### config.mk
export PLATFORM = sky130hd
export DESIGN_NAME = pipe_stage_skid
export DESIGN_NICKNAME = d
export VERILOG_FILES = /design/src/rtl/pipe_pkg.sv /design/src/rtl/pipe_payload_reg.sv /design/src/rtl/pipe_stage_skid.sv
export SDC_FILE = /design/constraint.sdc
export NUM_CORES = 1
export LEC_CHECK = 0
export CORE_MARGIN = 2
export CORE_UTILIZATION = 50
export CTS_BUF_LIST = sky130_fd_sc_hd__clkbuf_16
export DETAILED_ROUTE_END_ITERATION = 10
export PLACE_DENSITY = 0.84
export SLEW_MARGIN = 20
export SYNTH_ARGS = -nofsm -noshare
export SYNTH_HDL_FRONTEND = slang
export SYNTH_SLANG_ARGS = --single-unit
### constraint.sdc
create_clock -name clock -period 2.7 [get_ports clock]
set_clock_uncertainty 0.2 [all_clocks]
set_input_delay 0.81 -clock clock [delete_from_list [all_inputs] [get_ports clock]]
set_output_delay 0.81 -clock clock [all_outputs]
set_load 0.05 [all_outputs]
### src/rtl/pipe_pkg.sv
// Shared definitions for the inter-stage pipeline registers of the 5-stage core.
package pipe_pkg;
   localparam int XLEN      = 32;
   localparam int REG_IDX_W = 5;

   typedef enum logic [1:0] {
      ST_EMPTY = 2'd0,
      ST_BUSY  = 2'd1,
      ST_FULL  = 2'd2
   } pipe_state_t;
endpackage

### src/rtl/pipe_payload_reg.sv
// Width-parametrised payload register with load enable and synchronous clear.
module pipe_payload_reg #(
   parameter int W = 8
) (
   input  logic         clock,
   input  logic         reset_n,
   input  logic         en,
   input  logic         clr,
   input  logic [W-1:0] d,
   output logic [W-1:0] q
);
   // Clear wins over load so a flush can never leave a stale entry behind.
   always_ff @(posedge clock or negedge reset_n) begin
      if (!reset_n)
         q <= '0;
      else if (clr)
         q <= '0;
      else if (en)
         q <= d;
   end
endmodule

### src/rtl/pipe_stage_skid.sv
// Generic pipeline stage register with valid/ready handshake, 2-entry skid,
// synchronous flush and a saturating backpressure counter.
//
// state    | meaning
// ---------+-----------------------------------------
// ST_EMPTY | main and skid invalid
// ST_BUSY  | main valid (presented downstream), skid empty
// ST_FULL  | main and skid valid, no input accepted
module pipe_stage_skid
   import pipe_pkg::*;
#(
   parameter int DATA_W       = XLEN,
   parameter int NUM_DATA     = 2,
   parameter int RD_W         = REG_IDX_W,
   parameter int CTRL_W       = 32,
   parameter int CNT_W        = 16,
   parameter int ZERO_INVALID = 1
) (
   input  logic                       clock,
   input  logic                       reset_n,
   input  logic                       flush,
   input  logic                       in_valid,
   output logic                       in_ready,
   input  logic [NUM_DATA*DATA_W-1:0] in_data,
   input  logic [RD_W-1:0]            in_rd,
   input  logic [CTRL_W-1:0]          in_ctrl,
   output logic                       out_valid,
   input  logic                       out_ready,
   output logic [NUM_DATA*DATA_W-1:0] out_data,
   output logic [RD_W-1:0]            out_rd,
   output logic [CTRL_W-1:0]          out_ctrl,
   output logic [CNT_W-1:0]           stall_count
);
   localparam int  DW = NUM_DATA*DATA_W;
   localparam int  PW = DW + RD_W + CTRL_W;
   localparam bit  ZI = (ZERO_INVALID != 0);

   pipe_state_t   state, state_nxt;
   logic          accept;
   logic          main_en, main_clr, skid_en, skid_clr;
   logic [PW-1:0] in_pl, main_d, main_q, skid_q;

   assign in_pl  = {in_ctrl, in_rd, in_data};
   assign accept = in_valid & in_ready;
   assign main_d = (state == ST_FULL) ? skid_q : in_pl;

   always_ff @(posedge clock or negedge reset_n) begin
      if (!reset_n) begin
         state    <= ST_EMPTY;
         in_ready <= 1'b0;
      end else begin
         state    <= state_nxt;
         in_ready <= (state_nxt != ST_FULL);
      end
   end

   always_comb begin
      state_nxt = state;
      main_en   = 1'b0;
      main_clr  = 1'b0;
      skid_en   = 1'b0;
      skid_clr  = 1'b0;
      if (flush) begin
         state_nxt = ST_EMPTY;
         main_clr  = ZI;
         skid_clr  = ZI;
      end else begin
         case (state)
            ST_EMPTY: begin
               if (accept) begin
                  state_nxt = ST_BUSY;
                  main_en   = 1'b1;
               end
            end
            ST_BUSY: begin
               if (accept && out_ready) begin
                  main_en = 1'b1;
               end else if (accept) begin
                  state_nxt = ST_FULL;
                  skid_en   = 1'b1;
               end else if (out_ready) begin
                  // Draining: clearing main keeps the idle payload at zero.
                  state_nxt = ST_EMPTY;
                  main_clr  = ZI;
               end
            end
            ST_FULL: begin
               if (out_ready) begin
                  state_nxt = ST_BUSY;
                  main_en   = 1'b1;
               end
            end
            default: state_nxt = ST_EMPTY;
         endcase
      end
   end

   pipe_payload_reg #(.W(PW)) u_main (
      .clock   (clock),
      .reset_n (reset_n),
      .en      (main_en),
      .clr     (main_clr),
      .d       (main_d),
      .q       (main_q)
   );

   pipe_payload_reg #(.W(PW)) u_skid (
      .clock   (clock),
      .reset_n (reset_n),
      .en      (skid_en),
      .clr     (skid_clr),
      .d       (in_pl),
      .q       (skid_q)
   );

   always_ff @(posedge clock or negedge reset_n) begin
      if (!reset_n)
         stall_count <= '0;
      else if (out_valid && !out_ready && !flush && (stall_count != {CNT_W{1'b1}}))
         stall_count <= stall_count + {{(CNT_W-1){1'b0}}, 1'b1};
   end

   assign out_valid = (state != ST_EMPTY);
   assign out_data  = main_q[DW-1:0];
   assign out_rd    = main_q[DW +: RD_W];
   assign out_ctrl  = main_q[DW+RD_W +: CTRL_W];
endmodule

==> reports/summary.json, run 1 <==
{
  "status": "finished, final reports clean",
  "globalRouteTotalUtil_pct": 24.3,
  "dp_slack_ns": -0.0731,
  "netlist_instances": 871,
  "worst-endpoint-required_ns": 1.69,
  "post-place-cells": 1300,
  "report.final.slew_viol_count": 0,
  "clockRootBuffer": "sky130_fd_sc_hd__clkbuf_16",
  "synth_commonest_cells": "sky130_fd_sc_hd__dfrtp_1, sky130_fd_sc_hd__nand2_1, sky130_fd_sc_hd__a21oi_1, sky130_fd_sc_hd__mux2i_1, sky130_fd_sc_hd__o2bb2ai_1",
  "leading_area_contributor_after_synthesis": "sky130_fd_sc_hd__dfrtp_1",
  "post_cts.repair.setup_buffers": 0,
  "antenna_found_initial": 0,
  "p_per_area_nw_per_um2": 638,
  "path_buf_inv": 1,
  "yosys_warnings": 0,
  "detailedRoute.firstPassIterationCount": 4,
  "regToRegSetupSlack_ns": 0.66,
  "final_net_count": 1199,
  "timing.critical_path.cells": "clkdlybuf4s50_1",
  "synth_top_cells_by_area": "sky130_fd_sc_hd__dfrtp_1, sky130_fd_sc_hd__mux2i_1, sky130_fd_sc_hd__o2bb2ai_1",
  "cts-hold-fix-buffers": 0,
  "final_hold_viol_count": 0,
  "synth.ff_latch_count": 221,
  "route.vias.total": 7530,
  "cpPeakStageDelay_ns": 0.80,
  "post_route_cells_drive_above_1_share_pct": 7.95,
  "cts-buffers-inserted": 24,
  "area_growth_pct": 36.5,
  "crit_fanout": 2,
  "netlist-cell-type-count": 39,
  "dp_hpwl_mm": 15.8,
  "synth_flop_cell": "sky130_fd_sc_hd__dfrtp_1",
  "cts_tree": "built",
  "ctsLongestPathBuffers": 3,
  "synth_area_per_cell_um2": 11.0,
  "maxClockFrequency_mhz": 374,
  "antennaDiodeCount": 0,
  "yosysMostFrequentCell": "sky130_fd_sc_hd__dfrtp_1",
  "chipWidth_um": 142,
  "cp-end-kind": "output pin",
  "final_period_minus_worst_setup_slack_ns": 2.67,
  "setup_tns_ns": 0,
  "clock_insertion_delay_worst_skew_ns": 0.50,
  "worst_r2r_startpoint": "stall_count[0]",
  "gr-total-overflow": 0,
  "cellLeakagePower_uw": 0.00626,
  "synth_area_um2": 9570,
  "avgRoutedWirePerCell_um": 18.4,
  "seqCellArea_um2": 5530,
  "final_setup_violating_endpoints": 0,
  "r2r_cells": 5,
  "floorplan.die_area_um2": 20300,
  "timing.rr.end": "stall_count[1]",
  "cp.arrival_ns": 1.66,
  "stdcell_count": 1341,
  "wire_length_of_the_first_global_routing_pass_mm": 39.8,
  "drt_first_iter_violations": 445,
  "final_antenna_net_count": 0,
  "synth_enable_flop_cells": 0,
  "max_slew_margin_pct": 60.3,
  "clkTransAtPathRegs_ns": 0.06,
  "tightestPinTransition_ns": 0.595,
  "max_cap_violations": 0,
  "io_pins": 225,
  "die_h_um": 142,
  "drc": 0,
  "synth_nets": 978,
  "grt_max_degree": 60,
  "timing.hold.ws_ns": 0.0315,
  "placement_rows": 50,
  "core-area_um2": 18800,
  "timing.setup.critical_path_class": "flop to output pin",
  "synth_seq_area_share_pct": 57.8,
  "detail_route.vias_per_cell": 5.62,
  "number_of_global_route_vias_before_repair": 7711,
  "multi_input_area_um2": 3740,
  "cpLargestDelayFamily": "buffers and inverters",
  "drt_wl_total_mm": 24.6,
  "ir_drop_uv": 528,
  "h-tree-depth": 1,
  "cpMaxStageDelayCell": "sky130_fd_sc_hd__clkdlybuf4s50_1",
  "worstSetupStartpointType": "flop",
  "fillers": 1348,
  "final_min_period_over_clock_period_pct": 98.9,
  "floorplan.initialDensity_pct": 51.0,
  "synth.top_cell.area_share_pct": 57.8,
  "post-route-worst-setup-slack_ns": 0.0292,
  "io_buffer_count": 224,
  "clkSinkCount": 221,
  "holdCritPathClass": "input port to async pin",
  "async_reset_ff_share_pct": 100,
  "globalplace.congestion": 0.856
}
[worst max-delay path by stage]
stage / startpoint / endpoint / slack [ns] / cells past startpoint
after detailed placement: out_ready / u_skid.q[74] / -0.07 / 7
after global routing: u_main.q[14] / out_data[14] / -0.005 / 1
after global placement: out_ready / u_skid.q[63] / 0.02 / 7
final: u_main.q[66] / out_rd[2] / 0.03 / 1
after floorplan: flush / stall_count[12] / 0.32 / 5
after CTS: u_main.q[81] / out_ctrl[12] / -0.000001 / 1
[registers in the layout, summed over array words and instances (netlist names)]
name / flops
u_skid.q: 101
state: 2
in_ready: 1
u_main.q: 101
stall_count: 16
[cells in the final DEF, fill, tap and decap left out, drive strengths merged, types with 4 or more instances in the layout]
cell,synthesis,layout
a21oi,102,102
nand4,6,6
xnor2,4,4
clkdlybuf4s50,0,113
buf,48,42
dlygate4sd2,0,57
mux2i,102,102
clkbuf,19,25
clkinv,1,11
xor2,9,9
nor2,13,13
dlymetal6s2s,0,50
inv,3,9
nor4,4,4
nor3,4,4
o2bb2ai,101,101
nand3,4,4
dfrtp,221,221
nand2,207,207
[layout make-up]
class / count / share of cell area [%]
clock buffer: 25 / 4.79
clock inverter: 16 / 0.508
inverter: 4 / 0.124
multi-input combinational: 579 / 28.6
sequential: 221 / 42.3
tap: 234 / 2.24
timing repair buffer: 262 / 21.4
[where the power goes]
| group | switching (µW) | internal [µW] | total, µW |
|---|---|---|---|
| clock network | 1280 | 1650 | 2930 |
| logic | 1120 | 599 | 1720 |
| registers | 159 | 3520 | 3680 |
[through the flow]
step                      utilization (%)  power [µW]  area [µm²]
after global placement               65.6        5510       12300
after floorplan                         -        4710        9570
after detailed placement             65.6        5530       12300
after global routing                 69.6        8670       13100
final                                69.6        8330       13100
after CTS                            68.9        8400       12900
[cells by family after synthesis]
| family | share of synthesized area [%] |
|---|---|
| buffers and inverters | 3.52 |
| and+or+nand+nor | 11.5 |
| AOI/OAI and AO/OA | 14.9 |
| adders and majority gates | 0.131 |
| xor gates and xnor gates | 1.19 |
| DFF | 57.8 |
| muxes | 11.0 |
[metal layers]
| layer | up-vias | global-route usage (%) | wire [µm] |
|---|---|---|---|
| met5 | - | 0 | 0 |
| li1 | 3507 | - | - |
| met1 | 3763 | 33.8 | 10800 |
| met4 | 0 | 5.94 | 438 |
| met2 | 225 | 39.9 | 11800 |
| met3 | 35 | 4.44 | 1580 |
[what timing repair did]
item | 4_1_cts | 5_1_grt
gates cloned | 0 | 0
endpoints found under the hold margin | 0 | 0
gates resized for setup | 57 | 50
endpoints found under the setup margin | 57 | 50
(Power assumes the default switching activity.)
==> run 2, diff against run 1 <==
- CORE_UTILIZATION: 50 -> 39
- PLACE_DENSITY: 0.84 -> 0.69
==> reports/summary.json, run 2 (same netlist as run 1, synthesis figures left out) <==
{
  "globalplace.congestion": 0.772,
  "most_common_cell_after_layout_fill_and_taps_aside": "sky130_fd_sc_hd__dfrtp_1",
  "cp.arrival_ns": 1.57,
  "ir_drop_uv": 434,
  "fin_total_pwr_uw": 8290,
  "io_pins": 225,
  "globalRouteTotalUtil_pct": 19.2,
  "holdCritPathClass": "input port to async pin",
  "final_cell_mix": "sky130_fd_sc_hd__dfrtp_1, sky130_fd_sc_hd__nand2_1, sky130_fd_sc_hd__clkdlybuf4s50_1",
  "number_of_global_route_vias_before_repair": 7531,
  "cpPeakStageDelay_ns": 0.48,
  "crit_fanout": 7,
  "layout_top_registers": "u_main.q: 101 flops, u_skid.q: 101 flops, stall_count: 16 flops",
  "route.vias.total": 7395,
  "tightestPinTransition_ns": 0.674,
  "cts_tree": "built",
  "die_h_um": 161,
  "post-place-cells": 1383,
  "final_min_period_over_clock_period_pct": 95.5,
  "chipWidth_um": 161,
  "cpMaxStageDelayCell": "sky130_fd_sc_hd__dfrtp_1",
  "gr-total-overflow": 0,
  "core-area_um2": 24200,
  "drc": 0,
  "clkSinkCount": 221,
  "report.final.slew_viol_count": 0,
  "maxClockFrequency_mhz": 388,
  "antennaDiodeCount": 0,
  "clock_insertion_delay_worst_skew_ns": 0.51,
  "regToRegSetupSlack_ns": 0.67,
  "dp_hpwl_mm": 15.4,
  "worst-endpoint-required_ns": 1.69,
  "stdcell_count": 1424,
  "final_antenna_net_count": 0,
  "max_cap_violations": 0,
  "io_buffer_count": 224,
  "cp-end-kind": "output pin",
  "timing.setup.critical_path_class": "flop to output pin",
  "post_route_cells_drive_above_1_share_pct": 7.27,
  "detail_route.vias_per_cell": 5.19,
  "wire_length_of_the_first_global_routing_pass_mm": 40.8,
  "status": "finished, final reports clean",
  "ctsLongestPathBuffers": 3,
  "max_slew_margin_pct": 55.0,
  "setup_repair_after_global_routing_missed_its_margin": "no",
  "detailedRoute.firstPassIterationCount": 5,
  "avgRoutedWirePerCell_um": 17.6,
  "fillers": 2123,
  "drt_wl_total_mm": 25.0,
  "timing.critical_path.cells": "nor2_2 > clkinv_2 > buf_4",
  "h-tree-depth": 1,
  "final_setup_violating_endpoints": 0,
  "placement_rows": 57,
  "final_hold_viol_count": 0,
  "drt_first_iter_violations": 588,
  "post_cts.repair.setup_buffers": 0,
  "finish.utilization_pct": 53.7,
  "post-route-worst-setup-slack_ns": 0.122,
  "area_growth_pct": 35.7,
  "floorplan.die_area_um2": 25800,
  "clkTransAtPathRegs_ns": 0.06,
  "cellLeakagePower_uw": 0.00601,
  "grt_max_degree": 58,
  "floorplan.initialDensity_pct": 39.6,
  "p_per_area_nw_per_um2": 638,
  "dp_slack_ns": -0.0772,
  "cts-buffers-inserted": 24,
  "final_net_count": 1192,
  "antenna_found_initial": 0,
  "final_period_minus_worst_setup_slack_ns": 2.58,
  "worstSetupStartpointType": "flop",
  "clockRootBuffer": "sky130_fd_sc_hd__clkbuf_16"
}
[run 2: cell count changes in the layout (fill, tap and decap cells not counted), sizes merged]
cell           delta
clkdlybuf4s50    -10
clkinv            +2
buf               -6
dlymetal6s2s     -19
dlygate4sd2      +28
inv               -2
[run 2: path summary, 6_finish.rpt]
path                           startpoint        endpoint  cells after the start
setup reg to reg           stall_count[0]  stall_count[1]                      5
setup / recovery                 state[0]       out_valid                      3
max in group asynchronous         reset_n    u_skid.q[17]                      2
min in group clock            u_main.q[9]     u_main.q[9]                      1
hold reg to reg               u_main.q[9]     u_main.q[9]                      1
hold / removal                    reset_n    u_main.q[88]                      1
[run 2: critical path: cells and delay by family, from the launching register on]
family,cells,cell delay (ns)
flip-flops,1,0.48
AND/OR/NAND/NOR,1,0.23
buffers and inverters,2,0.35
[run 2: layout make-up]
type	count	area, µm²	share of cell area, %
clock buffers	25	626	4.82
clock inverters	16	63.8	0.491
inverters	4	16.3	0.125
multi-input cells	579	3740	28.8
flip-flops and latches	221	5530	42.6
well taps	324	405	3.12
repair buffers	255	2600	20.0
[run 2: what timing repair did]
| action | CTS | global route |
|---|---|---|
| endpoints found under the setup margin | 85 | 31 |
| gates resized for setup | 85 | 31 |
| hold buffers | 0 | 0 |
| gates cloned | 0 | 0 |
[run 2: power by group]
| part | switching, µW | internal, µW |
|---|---|---|
| logic | 1130 | 558 |
| clock network | 1290 | 1650 |
| registers | 142 | 3520 |
| total | 2560 | 5730 |
[run 2: through the flow]
step	TNS, ns	instance area (µm²)	hold WS, ns
final	0	13000	0.0158
after global routing	0	13000	0.0423
after CTS	0	12900	0.0198
after detailed placement	-2.70	12300	0.272
after global placement	-0.515	12300	0.270
after floorplan	0	9570	0.301
[run 2: metal layers]
metal / up-vias / global-route usage (%) / wire, µm
met5: - / 0 / 0
met4: 0 / 4.87 / 504
met3: 34 / 4.05 / 1530
met2: 214 / 31.3 / 11800
met1: 3651 / 26.5 / 11200
li1: 3496 / - / -
